==> src/rtl/lfsr_sched_pkg.sv <==
// Shared types and constants for the LFSR round-robin scheduler.
package lfsr_sched_pkg;

  typedef enum logic [1:0] {
    ST_IDLE   = 2'd0,
    ST_WARMUP = 2'd1,
    ST_SERVE  = 2'd2
  } state_e;

  localparam int unsigned CNT_W   = 8;
  localparam int unsigned STATS_W = 16;

  localparam logic [15:0] DEFAULT_TAPS = 16'hB400;
  localparam logic [15:0] LFSR_RST     = 16'h0001;

endpackage

==> src/rtl/lfsr_galois_step.sv <==
// One combinational step of a right-shifting Galois LFSR.
module lfsr_galois_step
  import lfsr_sched_pkg::*;
#(
  parameter int unsigned      WIDTH = 16,
  parameter logic [WIDTH-1:0] TAPS  = WIDTH'(DEFAULT_TAPS)
) (
  input  logic [WIDTH-1:0] state_i,
  output logic [WIDTH-1:0] next_o
);

  assign next_o = (state_i >> 1) ^ (state_i[0] ? TAPS : '0);

endmodule

==> src/rtl/lfsr_rr_sched.sv <==
// Round-robin scheduler sharing one Galois LFSR among NUM_REQ requesters.
// Define LFSR_SCHED_STATS_EN to add the saturating served_cnt_o counter.
module lfsr_rr_sched
  import lfsr_sched_pkg::*;
#(
  parameter int unsigned      NUM_REQ = 4,
  parameter int unsigned      WIDTH   = 16,
  parameter logic [WIDTH-1:0] TAPS    = WIDTH'(DEFAULT_TAPS),
  parameter int unsigned      WARMUP  = 8
) (
  input  logic               clk_i,
  input  logic               reset_i,
  input  logic               seed_valid_i,
  input  logic [WIDTH-1:0]   seed_i,
  output logic               seed_ready_o,
  input  logic [NUM_REQ-1:0] req_valid_i,
  output logic [NUM_REQ-1:0] req_ready_o,
  output logic [WIDTH-1:0]   rand_o,
  output logic               busy_o,
`ifdef LFSR_SCHED_STATS_EN
  output logic [STATS_W-1:0] served_cnt_o,
`endif
  output logic [1:0]         state_o
);

  localparam int unsigned PTR_W     = (NUM_REQ > 1) ? $clog2(NUM_REQ) : 1;
  localparam int unsigned WARM_LAST = (WARMUP == 0) ? 0 : WARMUP - 1;

  state_e             state_q, state_d;
  logic [WIDTH-1:0]   lfsr_q, lfsr_d, lfsr_step;
  logic [PTR_W-1:0]   ptr_q, ptr_d, pick;
  logic [CNT_W-1:0]   cnt_q, cnt_d;
  logic [PTR_W:0]     scan_idx;
  logic [NUM_REQ-1:0] req_m, grant_c;
  logic               found, transfer, seed_ready_c, seed_acc;
  logic [WIDTH-1:0]   seed_fix;

  lfsr_galois_step #(.WIDTH(WIDTH), .TAPS(TAPS)) u_step (
    .state_i (lfsr_q),
    .next_o  (lfsr_step)
  );

  // An all-zero seed would lock the LFSR at zero forever.
  assign seed_fix = (seed_i == '0) ? WIDTH'(LFSR_RST) : seed_i;

  // Round-robin pick starting at ptr_q; a pending seed suppresses all grants.
  always_comb begin
    req_m    = (state_q == ST_SERVE && !seed_valid_i) ? req_valid_i : '0;
    grant_c  = '0;
    found    = 1'b0;
    pick     = '0;
    scan_idx = '0;
    for (int i = 0; i < NUM_REQ; i++) begin
      scan_idx = {1'b0, ptr_q} + (PTR_W+1)'(i);
      if (scan_idx >= (PTR_W+1)'(NUM_REQ)) scan_idx = scan_idx - (PTR_W+1)'(NUM_REQ);
      if (!found && req_m[scan_idx[PTR_W-1:0]]) begin
        found = 1'b1;
        pick  = scan_idx[PTR_W-1:0];
      end
    end
    if (found) grant_c[pick] = 1'b1;
    transfer = found;
  end

  always_comb begin
    state_d      = state_q;
    lfsr_d       = lfsr_q;
    ptr_d        = ptr_q;
    cnt_d        = cnt_q;
    seed_ready_c = 1'b0;
    seed_acc     = 1'b0;
    case (state_q)
      ST_IDLE: begin
        seed_ready_c = 1'b1;
        seed_acc     = seed_valid_i;
        if (seed_valid_i) begin
          lfsr_d  = seed_fix;
          cnt_d   = '0;
          state_d = (WARMUP == 0) ? ST_SERVE : ST_WARMUP;
        end
      end
      ST_WARMUP: begin
        lfsr_d = lfsr_step;
        cnt_d  = cnt_q + CNT_W'(1);
        if (cnt_q == CNT_W'(WARM_LAST)) state_d = ST_SERVE;
      end
      ST_SERVE: begin
        seed_ready_c = 1'b1;
        seed_acc     = seed_valid_i;
        if (seed_valid_i) begin
          lfsr_d  = seed_fix;
          cnt_d   = '0;
          state_d = (WARMUP == 0) ? ST_SERVE : ST_WARMUP;
        end else if (transfer) begin
          lfsr_d = lfsr_step;
          ptr_d  = ((PTR_W+1)'(pick) + (PTR_W+1)'(1) >= (PTR_W+1)'(NUM_REQ))
                   ? '0 : pick + PTR_W'(1);
        end
      end
      default: state_d = ST_IDLE;
    endcase
  end

  always_ff @(posedge clk_i or posedge reset_i) begin
    if (reset_i) begin
      state_q <= ST_IDLE;
      lfsr_q  <= WIDTH'(LFSR_RST);
      ptr_q   <= '0;
      cnt_q   <= '0;
    end else begin
      state_q <= state_d;
      lfsr_q  <= lfsr_d;
      ptr_q   <= ptr_d;
      cnt_q   <= cnt_d;
    end
  end

`ifdef LFSR_SCHED_STATS_EN
  logic [STATS_W-1:0] served_q;

  // Saturating count of delivered words since the last accepted seed.
  always_ff @(posedge clk_i or posedge reset_i) begin
    if (reset_i) begin
      served_q <= '0;
    end else if (seed_acc) begin
      served_q <= '0;
    end else if (transfer && served_q != '1) begin
      served_q <= served_q + STATS_W'(1);
    end
  end

  assign served_cnt_o = served_q;
`endif

  assign seed_ready_o = seed_ready_c;
  assign req_ready_o  = grant_c;
  assign rand_o       = lfsr_q;
  assign busy_o       = (state_q == ST_WARMUP);
  assign state_o      = state_q;

endmodule

==> config.mk <==
export PLATFORM = sky130hd
export DESIGN_NAME = lfsr_rr_sched
export DESIGN_NICKNAME = d
export VERILOG_FILES = /design/src/rtl/lfsr_sched_pkg.sv /design/src/rtl/lfsr_galois_step.sv /design/src/rtl/lfsr_rr_sched.sv
export SDC_FILE = /design/constraint.sdc
export NUM_CORES = 1
export LEC_CHECK = 0
export CORE_ASPECT_RATIO = 1.25
export CORE_MARGIN = 2
export CORE_UTILIZATION = 45
export CTS_CLUSTER_SIZE = 14
export DETAILED_ROUTE_END_ITERATION = 7
export PLACE_DENSITY = 0.75
export SYNTH_ARGS = -nofsm -noshare
export SYNTH_HDL_FRONTEND = slang
export SYNTH_HIERARCHICAL = 1
export SYNTH_SLANG_ARGS = --single-unit
==> constraint.sdc <==
create_clock -name clk_i -period 3.1 [get_ports clk_i]
set_clock_uncertainty 0.2 [all_clocks]
set_input_delay 0.62 -clock clk_i [delete_from_list [all_inputs] [get_ports clk_i]]
set_output_delay 0.62 -clock clk_i [all_outputs]
set_load 0.01 [all_outputs]
# After elaboration in Yosys (flattened, before gate mapping)
# Cells that the tools add are included.
# W data, S select, Z words.
[classes]
n_addsub = 10
magnitude_cmp = 11
n_eq_ne = 7
muxes = 37
n_bitwise = 2
n_reduce_logical = 18
[ops]
columns = ["op", "count"]
rows = [
  ["$mux W16", 5],
  ["$pmux W16 S3", 1],
  ["$mux W2", 11],
  ["$logic_not A16 Y1", 1],
  ["$pmux W8 S2", 1],
  ["$xor A15 B16 Y16", 1],
  ["$lt A2 B3 Y1 const B", 5],
  ["$ge A3 B3 Y1 const B", 4],
  ["$mux W1", 10],
  ["$add A8 B1 Y8 const B", 1],
  ["$bmux W1 S2", 4],
  ["$eq A8 B3 Y1 const B", 1],
  ["$mux W4", 2],
  ["$mux W8", 1],
  ["$sub A2 B1 Y2 const B", 4],
  ["$add A2 B1 Y3 const B", 2],
  ["$add A2 B2 Y3 const B", 2],
  ["$reduce_and A3 Y1", 2],
  ["$logic_and A1 B1 Y1", 5],
  ["$logic_not A1 Y1", 4],
  ["$ne A2 B1 Y1 const B", 2],
  ["$pmux W2 S2", 1],
  ["$reduce_and A2 Y1", 2],
  ["$ge A2 B3 Y1 const B", 1],
  ["other kinds (12)", 12],
]
[word_totals]
regBits = 28
input_bits = 23
output_inout_bits = 24
wordCells = 89

# Logic depth before layout (Yosys ltp)
# Gate-level depths: netlist of the first run.
[depth]
ltp_word = 20
depth_mapped = 8
ltp_nobuf = 8

# Hierarchy
# The synthesis of the first run kept the hierarchy.
[by_module_without_submodules]
columns = ["module", "n_inst", "cells_per_inst", "area_each_um2", "seq_area_each_um2"]
rows = [
  ["lfsr_rr_sched", 1, 167, 1599.0, 701.9],
  ["lfsr_galois_step", 1, 16, 123.9, 0.0],
]

# Worst setup path after synthesis of the first run
# No wires, ideal clock.
[synth_timing]
path_kind = "input to output"
from = "input seed_valid_i"
to = "output req_ready_o[0]"
arrival_time_ps = 1819
t_required_ps = 2280
path_slack_ps = 461
cell_stages = 7
path_buffers = 1
cell_sequence = "buf_2 -> nand2b_1 -> a2111oi_0 -> and3_1 -> inv_1 -> ha_1 -> and2_1"
[synth_between]
elab_chain_cells = 20
word_cells_on_any_way = 31
cone_classes = "2 x order compare; 20 x mux; 9 x reduce/logical"
[synth_rtl]
columns = ["item", "line", "source"]
rows = [
  ["start, declared", "lfsr_rr_sched.sv:13", "input logic seed_valid_i,"],
  ["$logic_not A1 Y1 *", "lfsr_rr_sched.sv:48", "req_m = (state_q == ST_SERVE && !seed_valid_i) ? req_valid_i : '0;"],
  ["$logic_and A1 B1 Y1 *", "lfsr_rr_sched.sv:48", ""],
  ["$mux W4 *", "lfsr_rr_sched.sv:48", ""],
  ["$bmux W1 S2", "lfsr_rr_sched.sv:56", "if (!found && req_m[scan_idx[PTR_W-1:0]]) begin"],
  ["$mux W1 (implied by the code)", "lfsr_rr_sched.sv:56", ""],
  ["$mux W1", "lfsr_rr_sched.sv:56", ""],
  ["$logic_not A1 Y1", "lfsr_rr_sched.sv:56", ""],
  ["$logic_and A1 B1 Y1", "lfsr_rr_sched.sv:56", ""],
  ["[... 4 more ...]", "--", ""],
  ["$logic_not A1 Y1", "lfsr_rr_sched.sv:56", ""],
  ["$logic_and A1 B1 Y1", "lfsr_rr_sched.sv:56", ""],
  ["$mux W2", "lfsr_rr_sched.sv:56", ""],
  ["$lt A2 B3 Y1 (implied by the code) or $ge A2 B1 Y1 (tied branches)", "lfsr_rr_sched.sv:61", "if (found) grant_c[pick] = 1'b1;"],
  ["$logic_and A1 B1 Y1 (implied by the code)", "lfsr_rr_sched.sv:61", ""],
  ["$mux W1 (implied by the code)", "lfsr_rr_sched.sv:61", ""],
  ["$demux W1 S2", "lfsr_rr_sched.sv:61", ""],
  ["$mux W4 *", "lfsr_rr_sched.sv:61", ""],
  ["end, declared", "lfsr_rr_sched.sv:17", "output logic [NUM_REQ-1:0] req_ready_o,"],
]
# Every way passes the cells marked *; elsewhere a longest branch is shown, timed or not. The select of a mux whose other input is x is not followed.

# Worst setup path in the final report of the first run
[layout_timing]
from = "input req_valid_i[2]"
to = "output req_ready_o[0]"
[layout_between]
elab_chain_cells = 18
word_cells_on_any_way = 29
cone_classes = "2 x order compare; 20 x mux; 7 x reduce/logical"
[layout_rtl]
columns = ["item", "line", "source"]
rows = [
  ["start, declared", "lfsr_rr_sched.sv:16", "input logic [NUM_REQ-1:0] req_valid_i,"],
  ["$mux W4 *", "lfsr_rr_sched.sv:48", ""],
  ["$bmux W1 S2", "lfsr_rr_sched.sv:56", ""],
  ["$mux W1 (implied by the code)", "lfsr_rr_sched.sv:56", ""],
  ["$mux W1", "lfsr_rr_sched.sv:56", ""],
  ["$logic_not A1 Y1", "lfsr_rr_sched.sv:56", ""],
  ["$logic_and A1 B1 Y1", "lfsr_rr_sched.sv:56", ""],
  ["$mux W1", "lfsr_rr_sched.sv:56", ""],
  ["$logic_not A1 Y1", "lfsr_rr_sched.sv:56", ""],
  ["[... 2 more ...]", "--", ""],
  ["$logic_not A1 Y1", "lfsr_rr_sched.sv:56", ""],
  ["$logic_and A1 B1 Y1", "lfsr_rr_sched.sv:56", ""],
  ["$mux W2", "lfsr_rr_sched.sv:56", ""],
  ["$lt A2 B3 Y1 (implied by the code) or $ge A2 B1 Y1 (tied branches)", "lfsr_rr_sched.sv:61", ""],
  ["$logic_and A1 B1 Y1 (implied by the code)", "lfsr_rr_sched.sv:61", ""],
  ["$mux W1 (implied by the code)", "lfsr_rr_sched.sv:61", ""],
  ["$demux W1 S2", "lfsr_rr_sched.sv:61", ""],
  ["$mux W4 *", "lfsr_rr_sched.sv:61", ""],
]
# Marks and branches as above.

==> results of run 1 <==
## critical path: stages
cell	delay, ns
dlygate4sd2_1	0.25
buf_6	0.13
nor4bb_2	0.16
o31ai_1	0.23
and3_4	0.25
inv_2	0.04
ha_1	0.19
and2_1	0.13
clkdlybuf4s15_2	0.21
## flip-flops by register name, summed over array words and instances, names as in the netlist
signal,cells
cnt_q,8
ptr_q,2
rand_o,16
state_o,2
## path summary, 6_finish.rpt
check / start / to / depth (start not counted)
max: req_valid_i[2] / req_ready_o[0] / 9
min: cnt_q[1]$_DFFE_PP0P_ / cnt_q[1]$_DFFE_PP0P_ / 1
max reg2reg: state_o[0]$_DFFE_PP0P_ / ptr_q[1]$_DFFE_PP0P_ / 7
min reg2reg: cnt_q[1]$_DFFE_PP0P_ / cnt_q[1]$_DFFE_PP0P_ / 1
max in group asynchronous: reset_i / rand_o[5]$_DFFE_PP0P_ / 3
min in group asynchronous: reset_i / rand_o[10]$_DFFE_PP0P_ / 2
## repair_timing
| item | CTS | global route |
|---|---|---|
| hold buffers | 0 | 0 |
| setup endpoints to repair | 4 | 4 |
| buffers inserted | 1 | 1 |
| pin swaps | 3 | 2 |
| cloned | 0 | 0 |
| gates resized for setup | 20 | 4 |
## layout by cell type, fill, tap and decap left out, types with 7 or more instances in the layout
cell,n
clkdlybuf4s50_1,37
a22oi_1,16
xor2_1,7
dfrtp_1,27
nor2_1,28
buf_4,13
ha_1,7
dlygate4sd2_1,7
inv_1,7
a21oi_1,20
## logic make-up after synthesis
logic type,count (synthesis),synth area share
adders and majority gates,8,0.05810
and+or+nand+nor,60,0.1845
DFF,28,0.4074
AOI/OAI and AO/OA,48,0.1946
muxes,4,0.02469
buffers and inverters,27,0.09005
xor gates and xnor gates,8,0.04067
## area by class of cell
class / instances / area share
Multi-Input combinational cell: 128 / 0.3962
Sequential cell: 28 / 0.3041
Timing Repair Buffer: 60 / 0.2412
Clock buffer: 4 / 0.02385
Tap cell: 40 / 0.02168
Inverter: 8 / 0.01301
## power groups by stage
stage               Clock [mW]  Combinational [mW]  Sequential [mW]
floorplan                    0               0.847            0.714
CTS                      0.235                1.29            0.670
finish                   0.230                1.29            0.674
global route             0.246                1.44            0.698
global placement             0                1.24            0.677
detailed placement           0                1.26            0.678
## per-layer routing
| layer | vias up | share of wire | track usage | wire (um) |
|---|---|---|---|---|
| met5 | - | 0 | 0 | 0 |
| met4 | 0 | 0.0090 | 0.06566 | 34 |
| met3 | 2 | 0.047 | 0.02660 | 180 |
| met2 | 43 | 0.50 | 0.2955 | 1883 |
| met1 | 714 | 0.45 | 0.2483 | 1697 |
| li1 | 733 | - | - | - |
## stage by stage
| stage | setup TNS (ns) | area, um^2 |
|---|---|---|
| floorplan | 0 | 1723 |
| global route | -0.001998 | 2308 |
| detailed placement | -1.525 | 2202 |
| finish | 0 | 2308 |
| global placement | -1.352 | 2202 |
| CTS | 0 | 2292 |
==> results.py, run 1 <==
metrics = {
    "status": {
        "status": "completed",
    },
    "power": {
        "swShare": 0.4171,
        "power.density_nw_per_um2": 951.0,
        "vdd_drop_max_mv": 0.5340,
        "p_seq_frac": 0.307,
        "p_clk_frac": 0.105,
        "cell_internal_pwr_mw": 1.280,
        "power_frac_comb": 0.588,
        "switchingPower_mw": 0.9156,
        "finalPower_mw": 2.195,
        "power_leakage_nw": 1.022,
    },
    "layout": {
        "antennaDiodeCount": 0,
        "drive_above_1_share": 0.1667,
        "multi_input_area_um2": 914.6,
        "seqCellArea_um2": 701.9,
        "nNetsFinal": 260,
        "finalNonFillerCells": 268,
        "fill_cells": 329,
        "areaGrowthSynthToFinish_pct": 33.99,
        "final_util": 0.6202,
    },
    "cts": {
        "clk_latency_ns": 0.27,
        "cts_sinks": 28,
        "cts_max_path_buffers": 2,
        "numCtsBuffers": 3,
        "cts.clk_slew.worst_paths_ns": 0.10,
        "cts_root_buf": "clkbuf_8",
        "cts-htree-levels": 1,
        "cts_tree": "done",
    },
    "detailed_routing": {
        "routedWlPerCell_um": 14.16,
        "wl_mm": 3.795,
        "vias_per_cell": 5.567,
        "drtPass1Iterations": 4,
        "vias": 1492,
        "drc_errors": 0,
        "dr.first_iter.drc_count": 101,
        "drt.antenna.violating_nets": 0,
    },
    "critical_path": {
        "criticalPathCategory": "primary input to output port",
        "cp.arrival_ns": 2.21,
        "cp.required_ns": 2.28,
        "worstPathMaxFanout": 4,
        "startpoint_type": "primary input",
        "endpoint_kind": "output port",
        "rrSetupSlack_ns": 0.91,
    },
    "timing": {
        "setup-violations-final": 0,
        "setup_ws_ns": 0.06839,
        "worstMarginPinSlew_ns": 0.5435,
        "slew_headroom": 0.6368,
        "hold_slack_ns": 0.3366,
        "drv_slew": 0,
        "max_freq_ghz": 0.3299,
        "rsz0062_at_grt": "yes",
        "hold_violations": 0,
        "period_share": 0.9779,
        "period_minus_slack_ns": 3.032,
    },
    "floorplan": {
        "rows": 25,
        "core_um2": 3722,
        "die_w_um": 59.35,
        "dieArea_um2": 4343,
        "num_io_pins": 47,
        "die_y_um": 73.18,
        "start_util": 0.4629,
    },
    "flow_run": {
        "drv_cap": 0,
    },
    "min_path": {
        "hold_path.class": "flop to flop",
    },
    "yosys": {
        "netlist.area_leader.share": 0.3922,
        "synth_nets": 214,
        "synthCells": 183,
        "ys_async_sr_fraction": 1.000,
        "synthTopCellsByCount": "28 x nor2_1, 27 x dfrtp_1, 21 x a21oi_1",
        "synth.distinct_cells": 38,
        "synth_area_leaders": "dfrtp_1 39%, a22oi_1 7.0%, a21oi_1 6.1%",
        "synth_ff_type": "dfrtp_1",
        "yosysMostFrequentCell": "nor2_1",
        "yosysWarnings": 6,
        "ys_seq_area_frac": 0.4074,
        "ys_seq_elements": 28,
        "synth_enable_flop_cells": 0,
        "yosysTopAreaCell": "dfrtp_1",
        "syn_avg_cell_area_um2": 9.415,
        "syn-cell-area_um2": 1723,
    },
    "placed_design": {
        "place.gp.congestion": 0.7575,
        "dp_cells": 262,
        "numPortBuffers": 46,
        "dp_hpwl_mm": 2.791,
        "dp_slack_ns": -0.4322,
    },
    "grt": {
        "grtUsageTotal": 0.1833,
        "antenna_found_initial": 0,
        "grt_start_max_net_pins": 33,
        "first_global_vias": 1360,
        "grt_pass1_wl_mm": 6.210,
        "grt_overflow_total": 0,
    },
}
Note: power is estimated with default switching activity, not from simulation.
==> run 2: changes to the inputs <==
--- a/config.mk
+++ b/config.mk
@@ -8,6 +8,7 @@
 export CORE_ASPECT_RATIO = 1.25
 export CORE_MARGIN = 2
 export CORE_UTILIZATION = 45
+export CTS_BUF_LIST = sky130_fd_sc_hd__clkbuf_2 sky130_fd_sc_hd__clkbuf_4 sky130_fd_sc_hd__clkbuf_8
 export CTS_CLUSTER_SIZE = 14
 export DETAILED_ROUTE_END_ITERATION = 7
 export PLACE_DENSITY = 0.75
==> results of run 2 <==
Final layout, timing and power as in run 1 (identical DEF).
==> run 3: changes to the inputs <==
--- a/config.mk
+++ b/config.mk
@@ -9,9 +9,10 @@
 export CORE_MARGIN = 2
 export CORE_UTILIZATION = 45
 export CTS_BUF_LIST = sky130_fd_sc_hd__clkbuf_2 sky130_fd_sc_hd__clkbuf_4 sky130_fd_sc_hd__clkbuf_8
+export CTS_CLUSTER_DIAMETER = 40
 export CTS_CLUSTER_SIZE = 14
 export DETAILED_ROUTE_END_ITERATION = 7
-export PLACE_DENSITY = 0.75
+export PLACE_DENSITY = 0.78
 export SYNTH_ARGS = -nofsm -noshare
 export SYNTH_HDL_FRONTEND = slang
 export SYNTH_HIERARCHICAL = 1
==> constraint.sdc (replaced) <==
create_clock -name clk_i -period 2.45 [get_ports clk_i]
set_clock_uncertainty 0.2 [all_clocks]
set_input_delay 0.49 -clock clk_i [delete_from_list [all_inputs] [get_ports clk_i]]
set_output_delay 0.49 -clock clk_i [all_outputs]
set_load 0.01 [all_outputs]
==> results.py, run 3 (same netlist as run 1, synthesis figures left out) <==
metrics = {
    "status": {
        "status": "finished, violations left",
        "violations": "negative setup slack",
    },
    "timing": {
        "rsz0062_at_grt": "yes",
        "setup_ws_ns": -0.2536,
        "worstMarginPinSlew_ns": 0.4675,
        "period_minus_slack_ns": 2.704,
        "slew_headroom": 0.6855,
        "drv_slew": 0,
        "finalSetupTns_ns": -0.9040,
        "setup-violations-final": 4,
        "period_share": 1.104,
        "hold_violations": 0,
        "max_freq_ghz": 0.3699,
    },
    "power": {
        "vdd_drop_max_mv": 0.5678,
        "finalPower_mw": 3.149,
        "switchingPower_mw": 1.255,
        "cell_internal_pwr_mw": 1.893,
        "p_clk_frac": 0.116,
        "p_seq_frac": 0.272,
        "swShare": 0.3988,
        "power_leakage_nw": 1.122,
        "power_frac_comb": 0.612,
        "power.density_nw_per_um2": 1238,
    },
    "critical_path": {
        "worstRegToRegCells": 7,
        "cpLargestDelayFamily": "buffers and inverters",
        "path_buf_inv": 4,
        "worstPathMaxFanout": 3,
        "endpoint_kind": "output port",
        "criticalPathCategory": "primary input to output port",
        "cp_slowest_cell": "and3_4",
        "max_stage_delay_ns": 0.25,
        "crit_start": "req_valid_i[2]",
        "cp-endpoint": "req_ready_o[0]",
        "startpoint_type": "primary input",
        "cp.arrival_ns": 2.01,
        "path_cells": "clkdlybuf4s15_1 -> buf_4 -> nor4bb_2 -> o31ai_1 -> and3_4 -> inv_2 -> ha_2 -> and2_1 -> buf_2",
        "rrSetupSlack_ns": 0.33,
        "crit_cells": 9,
        "timing.rr.end": "ptr_q[1]$_DFFE_PP0P_",
        "crit-reg2reg-launch": "state_o[1]$_DFFE_PP0P_",
        "cp.required_ns": 1.76,
    },
    "detailed_routing": {
        "vias": 1547,
        "drtPass1Iterations": 4,
        "routedWlPerCell_um": 15.11,
        "drc_errors": 0,
        "drt.antenna.violating_nets": 0,
        "wl_mm": 4.247,
        "vias_per_cell": 5.505,
        "dr.first_iter.drc_count": 70,
    },
    "cts": {
        "numCtsBuffers": 3,
        "cts.clk_slew.worst_paths_ns": 0.10,
        "cts_max_path_buffers": 2,
        "cts-htree-levels": 1,
        "cts_root_buf": "clkbuf_8",
        "clk_latency_ns": 0.27,
        "cts_sinks": 28,
        "cts_tree": "done",
    },
    "layout": {
        "drive_above_1_share": 0.2614,
        "largest_reg_flops": 16,
        "final_cell_mix": "35 x clkdlybuf4s50_1, 28 x nor2_1, 27 x dfrtp_1",
        "fill_cells": 296,
        "nNetsFinal": 273,
        "final_common_cell": "clkdlybuf4s50_1",
        "antennaDiodeCount": 0,
        "areaGrowthSynthToFinish_pct": 47.64,
    },
    "grt": {
        "grt_overflow_total": 0,
        "antenna_found_initial": 0,
        "grt_start_max_net_pins": 33,
        "first_global_vias": 1496,
        "grtUsageTotal": 0.2067,
        "grt_pass1_wl_mm": 6.900,
    },
    "flow_run": {
        "drv_cap": 0,
    },
    "floorplan": {
        "die_y_um": 73.18,
        "start_util": 0.4629,
        "rows": 25,
        "core_um2": 3722,
        "dieArea_um2": 4343,
        "num_io_pins": 47,
        "die_w_um": 59.35,
    },
    "placed_design": {
        "dp_slack_ns": -0.8042,
        "dp_hpwl_mm": 2.857,
        "numPortBuffers": 46,
        "place.gp.congestion": 0.8432,
    },
    "min_path": {
        "hold_path.class": "flop to flop",
        "worstHoldPathCells": 1,
    },
}
## run 3: cell count changes in the layout (fill, tap and decap cells not counted), moves of 3 or more
cell and change:
buf_2 +3, buf_4 +10, ha_4 +4, buf_6 +3
dlygate4sd2_1 -3, ha_1 -6
## run 3: stage by stage
step / std cells / utilization / hold slack (ns) / cell area [um^2]
floorplan: 183 / - / 0.2841 / 1723
global placement: 271 / 0.6131 / 0.3061 / 2282
detailed placement: 271 / 0.6131 / 0.3040 / 2282
CTS: 280 / 0.6760 / 0.3339 / 2516
global route: 281 / 0.6834 / 0.3538 / 2544
finish: 281 / 0.6834 / 0.3309 / 2544
## run 3: worst min path at each step
stage	start	end	slack, ns
2_1_floorplan	cnt_q[1]$_DFFE_PP0P_	cnt_q[1]$_DFFE_PP0P_	0.28
3_3_place_gp	cnt_q[1]$_DFFE_PP0P_	cnt_q[1]$_DFFE_PP0P_	0.31
3_5_place_dp	cnt_q[1]$_DFFE_PP0P_	cnt_q[1]$_DFFE_PP0P_	0.30
4_1_cts	cnt_q[1]$_DFFE_PP0P_	cnt_q[1]$_DFFE_PP0P_	0.33
5_1_grt	cnt_q[7]$_DFFE_PP0P_	cnt_q[7]$_DFFE_PP0P_	0.35
6_report	cnt_q[1]$_DFFE_PP0P_	cnt_q[1]$_DFFE_PP0P_	0.33
## run 3: metal layers
metal,vias up,global-route usage,part of all wire
met3,2,0.02128,0.039
met1,738,0.2710,0.43
met4,0,0.05556,0.0038
met5,-,0,0
met2,50,0.3578,0.53
li1,757,-,-
## run 3: power groups by stage
| stage | Sequential [mW] | Clock (mW) | Combinational, mW |
|---|---|---|---|
| 6_report | 0.855 | 0.366 | 1.93 |
| 5_1_grt | 0.884 | 0.389 | 2.11 |
| 4_1_cts | 0.854 | 0.368 | 1.91 |
| 3_5_place_dp | 0.850 | 0 | 1.78 |
| 3_3_place_gp | 0.842 | 0 | 1.75 |
| 2_1_floorplan | 0.904 | 0 | 1.07 |
## run 3: cell type report
cell class / instances / area [um^2] / share of cell area
Tap cell: 40 / 50.05 / 0.01968
Sequential cell: 28 / 701.9 / 0.2759
Clock buffer: 3 / 41.29 / 0.01623
Inverter: 8 / 30.03 / 0.01181
Clock inverter: 1 / 30.03 / 0.01181
Multi-Input combinational cell: 128 / 1020 / 0.4009
Timing Repair Buffer: 73 / 670.6 / 0.2636
## run 3: timing repair
item / CTS / global route
setup buffers: 5 / 1
hold buffers: 0 / 0
setup endpoints to repair: 5 / 5
pin swaps: 8 / 0
gates resized for setup: 52 / 5
## run 3: worst register-to-register path, stage by stage (launching register included)
cell and delay [ns]:
dfrtp_1 0.42, ha_4 0.18, nor4bb_4 0.16, o31ai_1 0.24, and3_4 0.25, buf_6 0.11
ha_4 0.18, mux2_1 0.28
==> RTL edit (settings of run 2) <==
Add a define of `LFSR_SCHED_STATS_EN`.
--- a/src/rtl/lfsr_rr_sched.sv
+++ b/src/rtl/lfsr_rr_sched.sv
@@ -1,4 +1,6 @@
 // Round-robin scheduler sharing one Galois LFSR among NUM_REQ requesters.
 // Define LFSR_SCHED_STATS_EN to add the saturating served_cnt_o counter.
+`define LFSR_SCHED_STATS_EN
+
 module lfsr_rr_sched
   import lfsr_sched_pkg::*;
Formal check against the unedited RTL (old outputs only; new: served_cnt_o): equivalent (Yosys induction, for registers that start in step).
==> RTL edit against run 2 <==
Via count increased by 64%; design area rose by 53%; worst hold slack worse by 0.043 ns; setup slack improved by 0.037 ns; total power rose by 29%; area after synthesis increased by 56%; routed wire length up 69%; sequential cell count up 16; largest cell class unchanged.
==> RTL edit: results <==
metrics = {
    "outcome": {
        "status": "finished clean",
    },
    "placement": {
        "hpwlAfterDp_mm": 4.65,
        "dpl_cell_area_um2": 3340,
        "io_buffers": 62,
        "post-place-ws_ns": -0.504,
        "place.gp.congestion": 0.768,
        "dp.cells": 410,
    },
    "critical_path": {
        "cp_max_fo": 3,
        "cp.arrival_ns": 2.17,
        "crit_start": "seed_valid_i",
    },
    "logic_synthesis": {
        "synth-compound-area-share": 0.204,
        "synthXorXnorAreaFrac": 0.0130,
        "synth_fp_nets": 325,
        "yosysUniqueCellTypes": 53,
        "synth_mux_area_frac": 0.0335,
        "synthAdderAreaFrac": 0.0465,
        "synthTopCellsByArea": "dfrtp_1 40%, a21oi_1 5.6%, ha_1 4.7%",
        "ys_seq_area_frac": 0.410,
        "synthTopCellsByCount": "43 x dfrtp_1, 30 x a21oi_1, 24 x nor2_1",
        "netlist_instances": 292,
    },
    "cells_and_area": {
        "antenna_cells": 0,
        "fin_nets": 387,
        "n_fill_cell": 504,
        "drive_gt1_frac": 0.135,
    },
    "pwr": {
        "p_leak_nw": 1.52,
        "ir_drop_uv": 521,
    },
    "clocking": {
        "clock_latency_ns": 0.30,
        "cts.root.buffer_cell": "clkbuf_8",
        "cts_inserted_buffers": 5,
        "clk_pin_slew_ns": 0.08,
        "htree_levels": 2,
    },
    "hold_path": {
        "holdCritStartpoint": "cnt_q[7]",
    },
    "global_routing": {
        "grt_max_degree": 45,
        "grt_util_met2": 0.345,
        "use_met3": 0.0391,
        "grt_pass1_wl_mm": 10.8,
        "use_met1": 0.249,
        "grt_pass1_vias": 2405,
        "track_usage": 0.200,
    },
    "sta": {
        "slew_headroom": 0.628,
    },
    "route": {
        "wl_per_cell_um": 15.2,
        "viasPerCell": 5.81,
        "wl_met1_mm": 2.72,
        "dr_wl_met3_um": 223,
        "dr.first_iter.drc_count": 136,
        "route.met2.wl_mm": 3.39,
        "drt-total-wl_mm": 6.40,
    },
}
RTL edit: cell types whose count changed in the layout (fill, tap and decap cells not counted), sizes merged, moves of 7 or more:
cell,change
mux2i,+7
clkdlybuf4s50,+16
a21oi,+9
o21ai,+11
nand2,+19
dfrtp,+16
RTL edit: where the power goes:
| part | leakage [nW] | switching [W] | internal [W] |
|---|---|---|---|
| logic | 0.873 | 0.000677 | 0.000651 |
| registers | 0.572 | 0.000161 | 0.000739 |
| clock network | 0.0784 | 0.000202 | 0.000403 |
| total | 1.52 | 0.00104 | 0.00179 |
RTL edit: critical path: stages:
cell and delay [ns]:
dlygate4sd2_1 0.26, nand2b_4 0.16, a2111o_1 0.40, buf_4 0.15
o31ai_4 0.05, ha_1 0.17, and2_1 0.10, dlygate4sd2_1 0.26
RTL edit: path summary, 6_finish.rpt:
path                                     to  slack [ns]  depth (start not counted)
min reg2reg                        cnt_q[7]        0.29                          1
min                                cnt_q[7]        0.29                          1
max in group asynchronous         rand_o[0]        1.76                          3
max                          req_ready_o[1]        0.11                          8
max reg2reg                served_cnt_o[15]        0.96                          7
min in group asynchronous         rand_o[4]        0.57                          3
RTL edit: layout make-up:
cell class / instances / area, µm² / share of cell area
Inverter: 7 / 26.3 / 0.00742
Tap cell: 66 / 82.6 / 0.0233
Multi-Input combinational cell: 215 / 1430 / 0.404
Clock inverter: 3 / 90.1 / 0.0255
Clock buffer: 5 / 68.8 / 0.0194
Timing Repair Buffer: 81 / 739 / 0.209
Sequential cell: 44 / 1100 / 0.311
RTL edit: what timing repair did:
action	4_1_cts	5_1_grt
gates resized for setup	15	11
hold buffers	0	0
endpoints found under the setup margin	4	4
pin swaps	2	2
buffers inserted	2	1
